$ cat src/rtl/types.sv
// Shared receive-path types: line states from the CDR and the NRZI decoder FSM states.
package types;

    // {dp, dm} line state; low speed J is D- high.
    typedef enum logic [1:0] {
        LineSe0 = 2'b00,
        LineJ   = 2'b01,
        LineK   = 2'b10,
        LineSe1 = 2'b11
    } d_port_t;

    typedef enum logic [2:0] {
        StIdle,
        StSync,
        StData,
        StEop,
        StWaitIdle
    } rx_state_t;

    // Number of consecutive ones after which a zero is stuffed.
    localparam int unsigned STUFF_LEN = 6;

    function automatic logic is_jk(input d_port_t l);
        return (l == LineJ) || (l == LineK);
    endfunction

endpackage

$ cat src/rtl/nrzi_unstuff.sv
// NRZI decode of the sampled line level plus ones-run tracking and stuff-bit removal.
module nrzi_unstuff
    import types::*;
(
    input  logic    clk,
    input  logic    reset,
    input  logic    strobe,
    input  d_port_t d,
    input  logic    load,      // SYNC-terminating 1 seen: start the ones run at 1
    input  logic    data_en,   // decoded bits are packet data
    output logic    nrzi_bit,
    output logic    bit_valid,
    output logic    stuff_err
);

    d_port_t    prev_q;
    logic [2:0] ones_q;
    logic [2:0] ones_d;
    logic       jk;
    logic       stuff_slot;

    assign jk         = is_jk(d);
    assign nrzi_bit   = (d == prev_q);
    assign stuff_slot = (ones_q == 3'(STUFF_LEN));

    // Track the last J/K level; SE0/SE1 carry no NRZI information.
    always_ff @(posedge clk or posedge reset) begin
        if (reset) begin
            prev_q <= LineJ;
        end else if (strobe && jk) begin
            prev_q <= d;
        end
    end

    // Ones-run update, stuff-bit drop and stuff violation detection.
    always_comb begin
        ones_d    = ones_q;
        bit_valid = 1'b0;
        stuff_err = 1'b0;
        if (strobe && load) begin
            ones_d = 3'd1;
        end else if (strobe && data_en && jk) begin
            if (stuff_slot) begin
                stuff_err = nrzi_bit;
                ones_d    = 3'd0;
            end else begin
                bit_valid = 1'b1;
                ones_d    = nrzi_bit ? ones_q + 3'd1 : 3'd0;
            end
        end
    end

    // Ones-run register.
    always_ff @(posedge clk or posedge reset) begin
        if (reset) begin
            ones_q <= 3'd0;
        end else begin
            ones_q <= ones_d;
        end
    end

endmodule

$ cat src/rtl/rx_nrzi_decoder.sv
// Low-speed receive stage: SYNC detect, NRZI/unstuff, LSB-first byte assembly, EOP checking.
module rx_nrzi_decoder
    import types::*;
#(
    parameter int unsigned SYNC_MIN_ZEROS = 3
) (
    input  logic       clk,
    input  logic       reset,
    input  d_port_t    d,
    input  logic       strobe,
    output logic       rx_active,
    output logic [7:0] rx_data,
    output logic       rx_valid,
    output logic       rx_eop,
    output logic       rx_error
);

    localparam logic [2:0] MinZeros = 3'(SYNC_MIN_ZEROS);

    rx_state_t  state_q, state_d;
    logic [2:0] zero_q, zero_d;
    logic [2:0] bit_cnt_q, bit_cnt_d;
    logic [6:0] shift_q, shift_d;
    logic [7:0] data_q, data_d;
    logic [1:0] se0_cnt_q, se0_cnt_d;
    logic       from_sync_q, from_sync_d;
    logic [2:0] jcnt_q, jcnt_d;
    logic       se0_seen_q, se0_seen_d;
    logic       active_q, active_d;
    logic       valid_q, valid_d;
    logic       eop_q, eop_d;
    logic       err_q, err_d;

    logic       nrzi_bit;
    logic       bit_valid;
    logic       stuff_err;
    logic       sync_ok;
    logic       sync_done;

    assign sync_ok   = (zero_q >= MinZeros);
    assign sync_done = strobe && (state_q == StSync) && is_jk(d) && nrzi_bit && sync_ok;

    nrzi_unstuff u_unstuff (
        .clk       (clk),
        .reset     (reset),
        .strobe    (strobe),
        .d         (d),
        .load      (sync_done),
        .data_en   (state_q == StData),
        .nrzi_bit  (nrzi_bit),
        .bit_valid (bit_valid),
        .stuff_err (stuff_err)
    );

    // FSM state register.
    always_ff @(posedge clk or posedge reset) begin
        if (reset) begin
            state_q <= StIdle;
        end else begin
            state_q <= state_d;
        end
    end

    // Next-state decode, evaluated only on strobe cycles.
    always_comb begin
        state_d = state_q;
        if (strobe) begin
            unique case (state_q)
                StIdle: begin
                    if (d == LineK) state_d = StSync;
                end
                StSync: begin
                    if (d == LineSe0)      state_d = StEop;
                    else if (d == LineSe1) state_d = StWaitIdle;
                    else if (nrzi_bit)     state_d = sync_ok ? StData : StIdle;
                end
                StData: begin
                    if (d == LineSe0)                    state_d = StEop;
                    else if (d == LineSe1 || stuff_err)  state_d = StWaitIdle;
                end
                StEop: begin
                    case (d)
                        LineSe0: if (se0_cnt_q == 2'd2) state_d = StWaitIdle;
                        LineJ:   state_d = StIdle;
                        default: state_d = StWaitIdle;
                    endcase
                end
                StWaitIdle: begin
                    if (d == LineJ && (se0_seen_q || jcnt_q == 3'd7)) state_d = StIdle;
                end
                default: state_d = StIdle;
            endcase
        end
    end

    // Counters, byte assembly and next values of the registered outputs.
    always_comb begin
        zero_d      = zero_q;
        bit_cnt_d   = bit_cnt_q;
        shift_d     = shift_q;
        data_d      = data_q;
        se0_cnt_d   = se0_cnt_q;
        from_sync_d = from_sync_q;
        jcnt_d      = jcnt_q;
        se0_seen_d  = se0_seen_q;
        valid_d     = 1'b0;
        eop_d       = 1'b0;
        err_d       = 1'b0;
        active_d    = (state_d == StData) || (state_d == StEop);
        if (strobe) begin
            unique case (state_q)
                StIdle: begin
                    if (d == LineK) begin
                        zero_d    = 3'd1;
                        bit_cnt_d = 3'd0;
                    end
                end
                StSync: begin
                    if (is_jk(d) && !nrzi_bit && zero_q != 3'd7) zero_d = zero_q + 3'd1;
                    if (sync_done) bit_cnt_d = 3'd0;
                    if (d == LineSe0) begin
                        se0_cnt_d   = 2'd1;
                        from_sync_d = 1'b1;
                    end
                    if (d == LineSe1) err_d = 1'b1;
                end
                StData: begin
                    if (bit_valid) begin
                        shift_d   = {nrzi_bit, shift_q[6:1]};
                        bit_cnt_d = bit_cnt_q + 3'd1;
                        if (bit_cnt_q == 3'd7) begin
                            data_d  = {nrzi_bit, shift_q};
                            valid_d = 1'b1;
                        end
                    end
                    if (d == LineSe0) begin
                        se0_cnt_d   = 2'd1;
                        from_sync_d = 1'b0;
                    end
                    if (d == LineSe1 || stuff_err) err_d = 1'b1;
                end
                StEop: begin
                    case (d)
                        LineSe0: begin
                            if (se0_cnt_q == 2'd2) err_d = 1'b1;
                            else se0_cnt_d = se0_cnt_q + 2'd1;
                        end
                        LineJ: begin
                            eop_d = 1'b1;
                            // Alignment: a partial byte or no data at all
                            err_d = (bit_cnt_q != 3'd0) || from_sync_q;
                        end
                        default: err_d = 1'b1;
                    endcase
                end
                StWaitIdle: begin
                    case (d)
                        LineSe0: begin
                            se0_seen_d = 1'b1;
                            jcnt_d     = 3'd0;
                        end
                        LineJ: begin
                            se0_seen_d = 1'b0;
                            jcnt_d     = jcnt_q + 3'd1;
                        end
                        LineK: begin
                            se0_seen_d = 1'b0;
                            jcnt_d     = 3'd0;
                        end
                        default: begin
                            err_d      = 1'b1;
                            se0_seen_d = 1'b0;
                            jcnt_d     = 3'd0;
                        end
                    endcase
                end
                default: ;
            endcase
            // Fresh idle-hunt on every entry to WAIT_IDLE
            if (state_d == StWaitIdle && state_q != StWaitIdle) begin
                jcnt_d     = 3'd0;
                se0_seen_d = 1'b0;
            end
        end
    end

    // Datapath and output registers.
    always_ff @(posedge clk or posedge reset) begin
        if (reset) begin
            zero_q      <= 3'd0;
            bit_cnt_q   <= 3'd0;
            shift_q     <= 7'd0;
            data_q      <= 8'h00;
            se0_cnt_q   <= 2'd0;
            from_sync_q <= 1'b0;
            jcnt_q      <= 3'd0;
            se0_seen_q  <= 1'b0;
            active_q    <= 1'b0;
            valid_q     <= 1'b0;
            eop_q       <= 1'b0;
            err_q       <= 1'b0;
        end else begin
            zero_q      <= zero_d;
            bit_cnt_q   <= bit_cnt_d;
            shift_q     <= shift_d;
            data_q      <= data_d;
            se0_cnt_q   <= se0_cnt_d;
            from_sync_q <= from_sync_d;
            jcnt_q      <= jcnt_d;
            se0_seen_q  <= se0_seen_d;
            active_q    <= active_d;
            valid_q     <= valid_d;
            eop_q       <= eop_d;
            err_q       <= err_d;
        end
    end

    assign rx_active = active_q;
    assign rx_data   = data_q;
    assign rx_valid  = valid_q;
    assign rx_eop    = eop_q;
    assign rx_error  = err_q;

endmodule

$ cat config.mk
export PLATFORM = sky130hd
export DESIGN_NAME = rx_nrzi_decoder
export DESIGN_NICKNAME = d
export VERILOG_FILES = /design/src/rtl/types.sv /design/src/rtl/nrzi_unstuff.sv /design/src/rtl/rx_nrzi_decoder.sv
export SDC_FILE = /design/constraint.sdc
export NUM_CORES = 1
export LEC_CHECK = 0
export CORE_AREA = 2 2 84 86
export CTS_BUF_LIST = sky130_fd_sc_hd__clkbuf_4 sky130_fd_sc_hd__clkbuf_8
export CTS_CLUSTER_SIZE = 10
export DETAILED_ROUTE_END_ITERATION = 8
export DIE_AREA = 0 0 86 88
export DONT_BUFFER_PORTS = 1
export GPL_TIMING_DRIVEN = 0
export SLEW_MARGIN = 5
export SYNTH_ARGS = -nofsm -noshare
export SYNTH_HDL_FRONTEND = slang
export SYNTH_SLANG_ARGS = --single-unit
export TNS_END_PERCENT = 5
$ cat constraint.sdc
create_clock -name clk -period 1.95 [get_ports clk]
set_input_delay 0.195 -clock clk [delete_from_list [all_inputs] [get_ports clk]]
set_output_delay 0.195 -clock clk [all_outputs]
set_load 0.02 [all_outputs]
## After elaboration in Yosys (flattened, before gate mapping)

Cells that the tools add are included.

| word-level totals | value |
|---|---|
| word-level logic and storage cells | 139 |
| output and inout bits | 12 |
| register bits after elaboration | 40 |
| input bits | 5 |

| cells by class | value |
|---|---|
| $lt $le $gt $ge | 1 |
| reductions and logical operators | 36 |
| add/subtract/negate cells | 5 |
| mux-type cells | 56 |
| equal/unequal tests | 26 |

Operators with widths:

| operator | count |
|---|---|
| two-way mux 3 bit | 21 |
| two-way mux 1 bit | 23 |
| == test 3 bit, second input constant | 5 |
| one-hot mux 3 bit (5 select lines) | 1 |
| adder 3 x 1 -> 3 bit, second input constant | 4 |
| == test 3 x 2 -> 1 bit, second input constant | 4 |
| logical AND 1 bit | 12 |
| one-hot mux 3 bit (2 select lines) | 2 |
| AND reduction 4 bit | 3 |
| inequality test 2 bit, second input constant | 5 |
| AND reduction 5 bit | 2 |
| nonzero test 2 bit | 5 |
| one-hot mux 3 bit (3 select lines) | 1 |
| two-way mux 2 bit | 4 |
| inequality test 2 x 1 -> 1 bit, second input constant | 4 |
| == test 2 bit, second input constant | 3 |
| inequality test 3 bit, second input constant | 2 |
| nonzero test 3 bit | 2 |
| logical OR 1 bit | 5 |
| one-hot mux 1 bit (2 select lines) | 2 |
| one-hot mux 1 bit (4 select lines) | 1 |
| one-hot mux 2 bit (2 select lines) | 1 |
| == test 3 x 1 -> 1 bit, second input constant | 1 |
| greater-or-equal comparator 3 x 2 -> 1 bit, second input constant | 1 |
| 10 further kinds | 10 |

## Longest topological paths before layout

Gate-level depths: netlist of the first run.

| logic depth | value |
|---|---|
| depth in word-level cells | 16 |
| mapped depth | 8 |
| depth with buffers taken out | 6 |

## Modules after synthesis

From an unflattened synthesis of the first run, not the netlist that was laid out.

| second synthesis, totals | value |
|---|---|
| cells, all modules | 219 |
| area total of the unflattened synthesis | 2224.6 µm² |

Modules (own cells, without submodules):

| module | seq. area each (µm²) | cells each | times used | area an instance (µm²) |
|---|---|---|---|---|
| rx_nrzi_decoder | 875.8 | 180 | 1 | 1871.8 |
| nrzi_unstuff | 126.4 | 39 | 1 | 352.8 |

## Worst setup path before layout of the first run

No wires, ideal clock.

| timing path | value |
|---|---|
| kind | reg2reg |
| start | register zero_q[0] |
| end | register u_unstuff.ones_q[0] |
| setup time | 0.126 ns |
| required time | 1.824 ns |
| cell stages (with the launch flop) | 7 |
| arrival time | 1.540 ns |
| slack | 0.284 ns |
| clock period less this slack | 1.666 ns |
| buffers on the path | 0 |
| cells stage by stage | dfrtp_1 > ha_1 > ha_1 > a211o_1 > nand4_1 > nor2_1 > a311o_1 |

| on the way | value |
|---|---|
| longest elaborated chain between the ends | 4 |
| elaborated cells between the ends (all ways) | 5 |
| those cells by class | order compare (1); mux (1); reduce/logical (3) |

RTL lines:

| what | line | RTL |
|---|---|---|
| from (decl) | rx_nrzi_decoder.sv:21 | `logic [2:0] zero_q, zero_d;` |
| from (signal assigned) | rx_nrzi_decoder.sv:203 | `zero_q <= zero_d;` |
| greater-or-equal comparator 3 x 2 -> 1 bit * | rx_nrzi_decoder.sv:40 | `assign sync_ok = (zero_q >= MinZeros);` |
| logical AND 1 bit * | rx_nrzi_decoder.sv:41 | `assign sync_done = strobe && (state_q == StSync) && is_jk(d) && nrzi_bit && sync_ok;` |
| logical AND 1 bit * | nrzi_unstuff.sv:40 | `if (strobe && load) begin` |
| two-way mux 3 bit / nonzero test 2 bit (equally long branches) | -- |  |
| to (signal assigned) | nrzi_unstuff.sv:58 | `ones_q <= ones_d;` |
| to (decl) | nrzi_unstuff.sv:17 | `logic [2:0] ones_q;` |

Every way passes the cells marked *; elsewhere a longest branch is shown, timed or not.
A chain may end at the register's enable or synchronous reset.

## Worst setup path after layout of the first run

Ends and elaborated chain as after synthesis.

==> out/results.ini, run 1 <==
[run_status]
outcome = finished clean

[routing]
firstDrtPassIters = 4
vias = 1704
drc = 0
drt_iter0_markers = 80
wl_per_cell_microns = 13.99
route.final.wire_length_mm = 4.534
ant_nets = 0
vias_per_cell = 5.259

[timing]
rsz0062_at_grt = no
setup_viol = 0
skew_ns = 0.01037
worst_slew_pin_slew_ns = 0.4843
min_period_over_period = 0.9526
drv_slew = 0
fin_tns_setup_ns = 0
fmax_ghz = 0.5384
relSlewSlack = 0.6748
whs_ns = 0.07640
hold_viol = 0
period_minus_slack_ns = 1.858

[final_layout]
nets = 263
seqCellArea_sq_um = 1002
multi_input_area_sq_um = 1141
fillers = 672
area_delta_synth_final_pct = 10.11
drive_above_1_share = 0.1352
fin_area_sq_um = 2481
antenna_cells = 0
stdcell_count = 324

[power]
pwr-share-comb = 0.369
p_switching_mw = 1.170
p_sw_frac = 0.3871
cellPowerDensity_nw_per_um2 = 1218
finalPower_mw = 3.022
p_int_mw = 1.852
p_leak_nw = 1.196
ir_drop_mv = 0.3486
seq_power_share = 0.434
power.share.clock = 0.197

[worst_setup_path]
crit_required_ns = 2.13
critPathCapture = u_unstuff.ones_q[0]$_DFFE_PP0P_
path_class = flip-flop to flip-flop
reg2reg_from = zero_q[0]$_DFFE_PP0P_
cp-end-kind = flip-flop
r2r_end = u_unstuff.ones_q[0]$_DFFE_PP0P_
cp-startpoint = zero_q[0]$_DFFE_PP0P_
r2r_cells = 6
r2r_setup_slack_ns = 0.09
arrival_ns = 2.04
critPathMaxFanout = 4
startpoint_type = flip-flop

[clock_tree]
clk_latency_ns = 0.30
tritoncts = done
cts_max_path_buffers = 2
root_buffer = clkbuf_8
post_cts_buffers = 0
clock_sinks = 40
path_clk_slew_ns = 0.07
htreeDepth = 2
cts_made_buffers = 5

[worst_hold_path]
hold_path_class = input pin to flip-flop

[synthesis]
synth_seq_cells = 40
async_flop_share = 1.000
syn-cell-area_sq_um = 2253
yosys.cell_types.count = 52
synthFlopType = dfrtp_1
ys_seq_area_frac = 0.4448
avgSynthCellArea_sq_um = 9.630
synth_cells = 234
synth_edf_count = 0
yosysWarnings = 0
syn_nets = 254

[floorplan]
row_count = 30
coreArea_sq_um = 6644
die_area_sq_um = 7568
die_w_microns = 86
ioPinCount = 17
start_util = 0.3392
die_height_microns = 88

[global_route]
antenna_found_initial = 0
grt_pass1_wl_mm = 7.893
grt_max_degree = 40
overflow = 0
grt_usage = 0.1322
grt_pass1_vias = 1665

[place]
placedCellCount = 315
gp_congestion = 0.8266
place_hpwl_mm = 3.303
numPortBuffers = 0
placed_area_sq_um = 2374

[job]
drv_cap = 0

-- worst max-delay path, cell delays in order (launching register included) --
cell	delay (ns)
dfrtp_1	0.41
ha_1	0.23
ha_1	0.18
a211o_1	0.30
nand4_1	0.17
nor2_1	0.13
a311o_1	0.32
-- power by group through the flow --
| stage | logic [mW] | registers, mW | clock network (mW) |
|---|---|---|---|
| finish | 1.12 | 1.31 | 0.595 |
| global route | 1.28 | 1.35 | 0.654 |
| CTS | 1.13 | 1.31 | 0.620 |
| detailed placement | 1.12 | 1.33 | 0 |
| global placement | 1.09 | 1.32 | 0 |
| floorplan | 0.901 | 1.27 | 0 |
-- metrics by stage --
step             util  setup slack, ns
2_1_floorplan       -           0.2842
3_3_place_gp   0.3542           0.1348
3_5_place_dp   0.3573           0.1092
4_1_cts        0.3734          0.09441
5_1_grt        0.3734          0.03703
6_report       0.3734          0.09249
-- registers in the layout, indices dropped and copies added, names as in the netlist, 2 cells and up --
signal	cells
u_unstuff.prev_q	2
shift_q	7
u_unstuff.ones_q	3
jcnt_q	3
state_q	3
zero_q	3
rx_data	8
se0_cnt_q	2
bit_cnt_q	3
-- layout by cell type, fill, tap and decap left out, drive strengths merged, types with 2 or more instances in the layout --
master  instances
nor2b           5
xnor2           2
a22o            2
nor3            2
nand3           8
a31oi           4
nand4           6
nand2          41
a211oi          2
nor2            8
a21o            3
and2            2
dfrtp          39
clkbuf         10
buf             8
ha             15
a21oi           8
nand2b          3
o21ai          16
or2             3
inv            15
a22oi           2
mux2            7
mux2i           3
o31ai           3
nor4            2
-- per-layer routing --
metal,part of all wire,global-route usage,vias up
li1,-,-,843
met1,0.45,0.1706,835
met2,0.50,0.2100,19
met3,0.024,0.02639,7
met4,0.024,0.06926,0
met5,0,0,-
-- layout make-up --
class                   instances  share of cell area
multi-input cells             169              0.4599
flip-flops and latches         40              0.4039
well taps                      80             0.04034
clock buffers                   7             0.03631
inverters                      15             0.02269
plain buffers                  10             0.02168
repair buffers                  2             0.01210
clock inverters                 1            0.003026
-- worst min-delay path by stage --
stage / startpoint / end / slack [ns] / cells past startpoint
2_1_floorplan: d[0] / u_unstuff.prev_q[0]$_DFFE_PP1P_ / 0.36 / 2
3_3_place_gp: d[0] / u_unstuff.prev_q[0]$_DFFE_PP1P_ / 0.39 / 2
3_5_place_dp: reset / rx_valid$_DFF_PP0_ / -0.06 / 1
4_1_cts: d[0] / u_unstuff.prev_q[0]$_DFFE_PP1P_ / 0.07 / 2
5_1_grt: d[0] / u_unstuff.prev_q[0]$_DFFE_PP1P_ / 0.11 / 2
6_report: d[0] / u_unstuff.prev_q[0]$_DFFE_PP1P_ / 0.08 / 2
-- what timing repair did --
action | 4_1_cts | 5_1_grt
gates resized for setup | 0 | 0
hold endpoints to repair | 39 | 0
setup endpoints to repair | 0 | 0
hold buffers | 1 | 0
-- kinds of logic (layout without fill, tap and decap cells) --
kind of cell,count (synthesis),count (layout),share of synthesized area
XOR/XNOR,3,3,0.01166
multiplexers,10,10,0.04831
flip-flops,40,40,0.4448
AND/OR/NAND/NOR,89,89,0.2016
buffers and inverters,25,35,0.04886
adder cells (fa/ha/maj),15,15,0.08329
AO/OA/AOI/OAI,52,52,0.1616
-- synth_stat cells (all sizes together) (4+ instances only) --
cell   instances  area share
mux2           7       0.035
buf            7       0.019
nand4          6       0.019
o21ai         16       0.036
nor2           8       0.013
nand2         41       0.068
ha            15       0.083
a31oi          4       0.018
nor2b          5       0.014
nand3          8       0.018
a21oi          8       0.018
dfrtp         39        0.43
inv           15       0.025
Note: power is estimated with default switching activity, not from simulation.
==> run 2: changes to the inputs <==
--- a/config.mk
+++ b/config.mk
@@ -5,13 +5,15 @@
 export SDC_FILE = /design/constraint.sdc
 export NUM_CORES = 1
 export LEC_CHECK = 0
-export CORE_AREA = 2 2 84 86
+export CORE_AREA = 2 2 62 64
 export CTS_BUF_LIST = sky130_fd_sc_hd__clkbuf_4 sky130_fd_sc_hd__clkbuf_8
 export CTS_CLUSTER_SIZE = 10
 export DETAILED_ROUTE_END_ITERATION = 8
-export DIE_AREA = 0 0 86 88
+export DIE_AREA = 0 0 64 66
 export DONT_BUFFER_PORTS = 1
+export GPL_ROUTABILITY_DRIVEN = 1
 export GPL_TIMING_DRIVEN = 0
+export PLACE_DENSITY = 0.8
 export SLEW_MARGIN = 5
 export SYNTH_ARGS = -nofsm -noshare
 export SYNTH_HDL_FRONTEND = slang
==> out/results.ini, run 2 (synthesis gave the netlist of run 1 again) <==
[clock_tree]
cts_max_path_buffers = 2
ctsHoldBuffers = 1
clk_latency_ns = 0.36
post_cts_buffers = 0
tritoncts = done
htreeDepth = 2
cts_made_buffers = 5
path_clk_slew_ns = 0.12
root_buffer = clkbuf_4
clock_sinks = 40
post_cts_resized = 0

[floorplan]
die_w_microns = 64
coreArea_sq_um = 3551
die_area_sq_um = 4224
ioPinCount = 17
start_util = 0.6346
die_height_microns = 66
row_count = 22

[timing]
relSlewSlack = 0.4536
setup_viol = 0
min_period_over_period = 0.9521
drv_slew = 0
rsz0062_at_grt = no
hold_viol = 0
skew_ns = 0.008693
worst_slew_pin_slew_ns = 0.8185
fin_tns_setup_ns = 0
period_minus_slack_ns = 1.857
fmax_ghz = 0.5386

[worst_hold_path]
hold_path_class = input pin to flip-flop

[global_route]
grt_pass1_wl_mm = 7.383
antenna_found_initial = 0
grt_usage = 0.2309
grt_max_degree = 41
grt_pass1_vias = 1562
overflow = 0

[routing]
vias_per_cell = 6.000
firstDrtPassIters = 5
wl_per_cell_microns = 15.12
drt_iter0_markers = 83
ant_nets = 0
vias = 1746
route.final.wire_length_mm = 4.401
drc = 0

[worst_setup_path]
cp-end-kind = flip-flop
startpoint_type = flip-flop
arrival_ns = 2.11
crit_required_ns = 2.20
critPathMaxFanout = 4
path_class = flip-flop to flip-flop

[power]
ir_drop_mv = 0.7803
cellPowerDensity_nw_per_um2 = 1249
p_leak_nw = 1.180

[final_layout]
nets = 262
fin_area_sq_um = 2407
final_common_cell = nand2_1
area_delta_synth_final_pct = 6.830
most-common-layout-cells = nand2_1 (41), dfrtp_1 (39), o21ai_0 (16)
drive_above_1_share = 0.1317
largest_reg_flops = 8
antenna_cells = 0
fillers = 288

[place]
placed_area_sq_um = 2313
gp_congestion = 0.9505
place_hpwl_mm = 3.119
numPortBuffers = 0

[job]
drv_cap = 0

[run_status]
outcome = finished clean

## run 2: cell count changes in the layout (fill, tap and decap cells not counted), sizes merged
cell,before,now
inv,15,16
bufinv,0,1
clkbuf,10,8
buf,8,7
## run 2: path summary, 6_finish.rpt
check | startpoint | to | slack [ns] | depth (start not counted)
max | zero_q[0]$_DFFE_PP0P_ | u_unstuff.ones_q[0]$_DFFE_PP0P_ | 0.09 | 6
min | d[0] | u_unstuff.prev_q[0]$_DFFE_PP1P_ | 0.007 | 2
max reg2reg | zero_q[0]$_DFFE_PP0P_ | u_unstuff.ones_q[0]$_DFFE_PP0P_ | 0.09 | 6
min reg2reg | shift_q[0]$_DFFE_PP0P_ | shift_q[0]$_DFFE_PP0P_ | 0.50 | 2
max in group asynchronous | reset | zero_q[0]$_DFFE_PP0P_ | 1.00 | 2
min in group asynchronous | reset | bit_cnt_q[0]$_DFFE_PP0P_ | 0.43 | 2
## run 2: area by class of cell
type                            count  area, sq um  area share
Tap cell                           48        60.06     0.02495
Sequential cell                    40         1002      0.4163
Buffer                             10        53.80     0.02235
Inverter                           15        56.30     0.02339
Clock buffer                        5        37.54     0.01559
Multi-Input combinational cell    169         1141      0.4740
Clock inverter                      3        46.29     0.01923
Timing Repair Buffer                1        10.01    0.004158
## run 2: metal layers
| metal | global-route usage | wire [microns] | vias up |
|---|---|---|---|
| li1 | - | - | 846 |
| met1 | 0.3438 | 2190 | 843 |
| met2 | 0.3190 | 1905 | 49 |
| met3 | 0.06303 | 234 | 8 |
| met4 | 0.08696 | 70 | 0 |
| met5 | 0 | 0 | - |
## run 2: stage by stage
stage	hold WS [ns]	instances	utilization	worst slack (ns)	total power [mW]
floorplan	0.3552	234	-	0.2842	2.175
global placement	0.3782	282	0.6515	0.1507	2.397
detailed placement	0.2834	282	0.6515	0.1189	2.442
CTS	0.004581	291	0.6779	0.09851	3.017
global route	0.01397	291	0.6779	0.02319	3.239
finish	0.006983	291	0.6779	0.09333	3.006
## run 2: power breakdown
group | internal, mW | switching (mW)
clock | 0.274 | 0.295
combinational | 0.468 | 0.658
sequential | 1.08 | 0.232
## run 2: worst max-delay path, stage by stage (launching register included)
cell and delay [ns]:
dfrtp_1 0.43, ha_1 0.23, ha_1 0.18, a211o_1 0.30
nand4_1 0.18, nor2_1 0.12, a311o_1 0.32
